File: config.mk
export PLATFORM = sky130hd
export DESIGN_NAME = fetch_queue
export DESIGN_NICKNAME = d
export VERILOG_FILES = /design/src/rtl/fetch_queue_pkg.sv /design/src/rtl/fetch_queue_mem.sv /design/src/rtl/fetch_queue.sv
export SDC_FILE = /design/constraint.sdc
export NUM_CORES = 1
export LEC_CHECK = 0
export ABC_CLOCK_PERIOD_IN_PS = 3500
export CAP_MARGIN = 0
export CORE_MARGIN = 5
export CORE_UTILIZATION = 60
export CTS_CLUSTER_DIAMETER = 120
export DETAILED_ROUTE_END_ITERATION = 10
export GPL_TIMING_DRIVEN = 0
export HOLD_SLACK_MARGIN = 0.05
export PLACE_DENSITY = 0.84
export SKIP_CTS_REPAIR_TIMING = 1
export SLEW_MARGIN = 10
export SYNTH_ARGS = -nofsm -noshare
export SYNTH_HDL_FRONTEND = slang
export SYNTH_SLANG_ARGS = --single-unit
File: constraint.sdc
create_clock -name s_clk_i -period 3.5 [get_ports s_clk_i]
set_input_delay 0.7 -clock s_clk_i [delete_from_list [all_inputs] [get_ports s_clk_i]]
set_output_delay 0.7 -clock s_clk_i [all_outputs]
set_load 0.1 [all_outputs]
File: src/rtl/fetch_queue_pkg.sv
// Shared fetch-queue types: FEID info-bit indices, the queue entry layout and helpers.
package p_hardisc;

  localparam int FEINFO_VALID = 0;
  localparam int FEINFO_BERR  = 1;
  localparam int FEINFO_PERR  = 2;
  localparam int FEINFO_W     = 5;

  typedef struct packed {
    logic        berr;
    logic [1:0]  pred;
    logic [31:0] data;
  } fq_entry_t;

  // Even parity covers the instruction word and its prediction, not the bus-error flag.
  function automatic logic fq_parity(input fq_entry_t e);
    return ^{e.pred, e.data};
  endfunction

  function automatic logic [FEINFO_W-1:0] fe_info(input logic berr, input logic perr);
    logic [FEINFO_W-1:0] info;
    info               = '0;
    info[FEINFO_VALID] = 1'b1;
    info[FEINFO_BERR]  = berr;
    info[FEINFO_PERR]  = perr;
    return info;
  endfunction

endpackage

File: src/rtl/fetch_queue_mem.sv
// Fetch-queue entry storage with wrapping read/write pointers.
// With FETCH_QUEUE_PARITY_EN defined, a parity bit is kept per entry and checked on read.
module fetch_queue_mem
  import p_hardisc::*;
#(
  parameter int DEPTH = 4
) (
  input  logic      s_clk_i,
  input  logic      s_resetn_i,
  input  logic      i_flush,
  input  logic      i_wr,
  input  logic      i_rd,
  input  fq_entry_t i_entry,
  output fq_entry_t o_entry,
  output logic      o_perr
);

  localparam int PTR_W = $clog2(DEPTH);

  fq_entry_t        r_mem [DEPTH];
  logic [PTR_W-1:0] r_wptr;
  logic [PTR_W-1:0] r_rptr;

  // DEPTH is a power of two, so natural pointer overflow is the modulo wrap.
  always_ff @(posedge s_clk_i or negedge s_resetn_i) begin
    if (!s_resetn_i) begin
      r_wptr <= '0;
      r_rptr <= '0;
    end else if (i_flush) begin
      r_wptr <= '0;
      r_rptr <= '0;
    end else begin
      if (i_wr) r_wptr <= r_wptr + 1'b1;
      if (i_rd) r_rptr <= r_rptr + 1'b1;
    end
  end

  always_ff @(posedge s_clk_i) begin
    if (i_wr) r_mem[r_wptr] <= i_entry;
  end

  assign o_entry = r_mem[r_rptr];

`ifdef FETCH_QUEUE_PARITY_EN
  logic r_par [DEPTH];

  always_ff @(posedge s_clk_i) begin
    if (i_wr) r_par[r_wptr] <= fq_parity(i_entry);
  end

  assign o_perr = r_par[r_rptr] ^ fq_parity(r_mem[r_rptr]);
`else
  assign o_perr = 1'b0;
`endif

endmodule

File: src/rtl/fetch_queue.sv
// Fetch queue feeding the FEID register of the ID stage, with empty-queue bypass.
// Optional per-entry parity checking is enabled by defining FETCH_QUEUE_PARITY_EN.
module fetch_queue
  import p_hardisc::*;
#(
  parameter int DEPTH = 4
) (
  input  logic                s_clk_i,
  input  logic                s_resetn_i,
  input  logic                s_flush_i,
  input  logic                s_stall_i,
  input  logic                s_push_i,
  input  logic [31:0]         s_data_i,
  input  logic [1:0]          s_pred_i,
  input  logic                s_berr_i,
  output logic                s_ready_o,
  output logic [FEINFO_W-1:0] s_feid_info_o,
  output logic [31:0]         s_feid_instr_o,
  output logic [1:0]          s_feid_pred_o
);

  localparam int CNT_W = $clog2(DEPTH) + 1;

  logic [CNT_W-1:0]    r_count;
  logic [FEINFO_W-1:0] r_info;
  logic [31:0]         r_instr;
  logic [1:0]          r_pred;

  logic      w_accept;
  logic      w_load;
  logic      w_empty;
  logic      w_pop;
  logic      w_bypass;
  logic      w_wr;
  logic      w_perr;
  fq_entry_t w_in;
  fq_entry_t w_head;

  // Ready depends only on the registered count, keeping stall off the ready path.
  assign s_ready_o = r_count < CNT_W'(DEPTH);
  assign w_accept  = s_push_i & s_ready_o & ~s_flush_i;
  assign w_load    = ~s_stall_i | ~r_info[FEINFO_VALID];
  assign w_empty   = (r_count == '0);
  assign w_pop     = w_load & ~w_empty & ~s_flush_i;
  assign w_bypass  = w_load & w_empty & w_accept;
  assign w_wr      = w_accept & ~w_bypass;

  assign w_in = '{berr: s_berr_i, pred: s_pred_i, data: s_data_i};

  fetch_queue_mem #(
    .DEPTH (DEPTH)
  ) u_mem (
    .s_clk_i    (s_clk_i),
    .s_resetn_i (s_resetn_i),
    .i_flush    (s_flush_i),
    .i_wr       (w_wr),
    .i_rd       (w_pop),
    .i_entry    (w_in),
    .o_entry    (w_head),
    .o_perr     (w_perr)
  );

  always_ff @(posedge s_clk_i or negedge s_resetn_i) begin
    if (!s_resetn_i) begin
      r_count <= '0;
    end else if (s_flush_i) begin
      r_count <= '0;
    end else begin
      r_count <= r_count + CNT_W'(w_wr) - CNT_W'(w_pop);
    end
  end

  // Queue head has priority over bypass so words leave in push order.
  always_ff @(posedge s_clk_i or negedge s_resetn_i) begin
    if (!s_resetn_i) begin
      r_info  <= '0;
      r_instr <= '0;
      r_pred  <= '0;
    end else if (s_flush_i) begin
      r_info  <= '0;
    end else if (w_load) begin
      if (!w_empty) begin
        r_info  <= fe_info(w_head.berr, w_perr);
        r_instr <= w_head.data;
        r_pred  <= w_head.pred;
      end else if (w_accept) begin
        r_info  <= fe_info(s_berr_i, 1'b0);
        r_instr <= s_data_i;
        r_pred  <= s_pred_i;
      end else begin
        r_info  <= '0;
      end
    end
  end

  assign s_feid_info_o  = r_info;
  assign s_feid_instr_o = r_instr;
  assign s_feid_pred_o  = r_pred;

endmodule

==> flow_summary_export.csv <==
group,metric,value,unit
status,status,"finished, final reports clean",
power_and_ir_drop,comb_power_share,43.0,%
final_layout,multi_input_area,0.00167,mm2
yosys,synth_cell_types,36,
power_and_ir_drop,leakagePower,3.03,nW
yosys,synthDominantCellAreaShare,59.0,%
cts,cts.sinks,183,
routing,wl,15.2,mm
power_and_ir_drop,sequentialPowerShare,33.9,%
timing,skew,5.57,ps
routing,via_count,3937,
yosys,synthArstFlopShare,23.5,%
yosys,ys.flop_type,"edfxtp_1",
placed_design,io_buffers,76,
floorplan,io_pins,80,
setup_path,cp_max_fo,10,
routing,firstDrtPassIters,4,
floorplan,die_y,119,um
run,maxCapViolations,0,
grt,grt.total_usage,22.9,%
yosys,ys_top_cells_by_count,"140 x edfxtp_1, 43 x dfrtp_1, 35 x mux4_2, 34 x a2bb2oi_1, 32 x o22ai_1",
routing,drtAntennaViolNets,0,
power_and_ir_drop,swShare,40.3,%
worst_hold_path,holdCritPathClass,"in -> async",
final_layout,register_area,0.00528,mm2
yosys,synth_enable_flop_cells,140,
cts,htreeDepth,4,
routing,viasPerCell,6.34,
floorplan,fp.coreArea,0.0115,mm2
timing,slew_violations,0,
setup_path,critPathCaptureType,"flip-flop",
final_layout,nets,512,
setup_path,worst_path_max_delay_cell,"clkdlybuf4s50_1",
timing,period_needed,2870,ps
timing,relSlewSlack,33.8,%
grt,grt_pass1_wl,24.2,mm
cts,cts_tree,"built",
yosys,synth_cells,363,
floorplan,dieWidth,119,um
final_layout,final_core_utilization,76.3,%
timing,worst_pin_slew,989,ps
yosys,synth_warnings,0,
cts,root_buffer,"clkbuf_16",
grt,gr-total-overflow,0,
cts,cts.clk_slew.worst_paths,60,ps
timing,fmax,349,MHz
power_and_ir_drop,p_int,4.95,mW
yosys,ys_ff_latch,183,
setup_path,cp_common_cell,"inv_1",
yosys,synthesis.area,0.00713,mm2
placed_design,dp_hpwl,9.26,mm
placed_design,place_ws,230,ps
timing,grt_setup_unrepaired,"false",
placed_design,gp_congestion,0.797,
setup_path,worst_ep_required_time,3790,ps
power_and_ir_drop,clkPwrFrac,23.2,%
final_layout,n_antenna_cell,0,
cts,cts_buffer_depth,2,
floorplan,num_rows,39,
power_and_ir_drop,peakVddDrop,821,uV
yosys,yosysSeqAreaShare,74.1,%
cts,worstSkewPairLatency,420,ps
grt,grt_pass1_vias,4211,
routing,drc,0,
power_and_ir_drop,finalPower,8.29,mW
yosys,synthTopCellsByArea,"edfxtp_1 59%, dfrtp_1 15%, mux4_2 11%, a2bb2oi_1 4.2%, o22ai_1 2.8%",
grt,grt_max_degree,31,
setup_path,path_class,"in -> reg",
final_layout,syn2layout_area_growth,23.3,%
timing,tns,0,ps
setup_path,slowest_delay,500,ps
final_layout,fill_cells,650,
floorplan,start_util,61.9,%
grt,antenna_found_initial,0,
final_layout,drive_above_1_share,20.7,%
routing,wl_per_cell,24.5,um
setup_path,path_cells,"clkdlybuf4s50_1 -> clkbuf_1 -> nor3_1 -> inv_1 -> ha_1 -> inv_1 -> ha_1 -> inv_1 -> fa_1 -> xnor2_1 -> nor2_1",
power_and_ir_drop,net-switching-power,3.34,mW
setup_path,start_kind,"input port",
floorplan,die-area,0.0142,mm2
timing,hold_viol,0,
yosys,post_synth.cell_area_avg,19.6,um2
power_and_ir_drop,pwr_density_cell,943,mW/mm2
timing,fin_ws,632,ps
yosys,yosysMostFrequentCell,"edfxtp_1",
timing,setup_viol,0,
timing,period_share,81.9,%
yosys,synth_top_cell_by_area,"edfxtp_1",
cts,cts_buffers,17,
setup_path,critical_path_arrival,3150,ps
routing,first_iter_violations,382,
[flip-flops by register name, indices dropped and copies added (netlist names)]
name and flops:
u_mem.r_mem 140, s_feid_instr_o 32, r_count 3, s_feid_info_o 2, s_feid_pred_o 2, u_mem.r_rptr 2
u_mem.r_wptr 2
[cell type report]
cell class	count	share of cell area, %
well taps	143	2.04
plain buffers	26	1.98
clock inverters	9	1.39
repair buffers	81	9.90
clock buffers	23	5.44
multi-input cells	150	18.9
inverters	6	0.256
flip-flops and latches	183	60.1
[layout by cell type, fill, tap and decap left out, types with 6 or more instances in the layout]
cell | Yosys | final
buf_6 | 6 | 6
mux4_2 | 35 | 35
dfrtp_1 | 43 | 43
ha_1 | 6 | 6
a2bb2oi_1 | 34 | 34
clkbuf_16 | 0 | 17
clkbuf_1 | 5 | 8
o22ai_1 | 32 | 32
buf_2 | 10 | 11
clkdlybuf4s50_1 | 0 | 75
edfxtp_1 | 140 | 140
inv_1 | 6 | 6
[power by group through the flow]
| stage | sequential [mW] | clock (mW) | combinational, mW |
|---|---|---|---|
| CTS | 2.81 | 1.94 | 3.59 |
| global placement | 2.83 | 0 | 3.47 |
| finish | 2.81 | 1.92 | 3.56 |
| floorplan | 4.21 | 0 | 1.28 |
| detailed placement | 2.84 | 0 | 3.54 |
| global route | 2.85 | 2.07 | 3.73 |
[routing by layer]
layer / global-route usage, % / vias to the layer above / part of all wire [%]
li1: - / 1696 / -
met1: 31.3 / 2042 / 41
met2: 36.7 / 172 / 51
met3: 4.83 / 27 / 5.7
met4: 8.98 / 0 / 2.1
met5: 0 / - / 0
[critical path: cells and delay by family]
family,cells,cell delay [ps]
adders and majority gates,3,800
buffers and inverters,5,970
and+or+nand+nor,2,540
xor gates and xnor gates,1,170
[stage by stage]
step | area (um2) | hold slack [ps] | cells
finish | 8790 | 179 | 621
global route | 8790 | 184 | 621
CTS | 8790 | 171 | 621
detailed placement | 8190 | 528 | 589
global placement | 8080 | 521 | 584
floorplan | 7140 | 404 | 365
[cell families (layout without fill, tap and decap cells)]
logic type | Yosys count | in the layout | synth area share [%]
AND/OR/NAND/NOR | 24 | 24 | 2.11
multiplexers | 36 | 36 | 11.2
flip-flops | 183 | 183 | 74.1
buffers and inverters | 32 | 145 | 2.76
other | 1 | 3 | 0.0526
adder cells (fa/ha/maj) | 7 | 7 | 1.33
AO/OA/AOI/OAI | 78 | 78 | 8.23
XOR/XNOR | 2 | 2 | 0.246
[final timing paths]
path	cells after the start	start	slack (ps)	end
max reg2reg	10	r_count[1]$_DFF_PN0_	1030	r_count[2]$_DFF_PN0_
max	11	s_flush_i	630	r_count[2]$_DFF_PN0_
min in group s_clk_i	1	s_feid_instr_o[31]$_DFFE_PN0P_	540	s_feid_instr_o[31]$_DFFE_PN0P_
max in group asynchronous	2	s_resetn_i	2830	s_feid_instr_o[18]$_DFFE_PN0P_
min	1	s_resetn_i	180	r_count[0]$_DFF_PN0_
min reg2reg	1	s_feid_instr_o[31]$_DFFE_PN0P_	540	s_feid_instr_o[31]$_DFFE_PN0P_
Note: power is estimated with default switching activity, not from simulation.
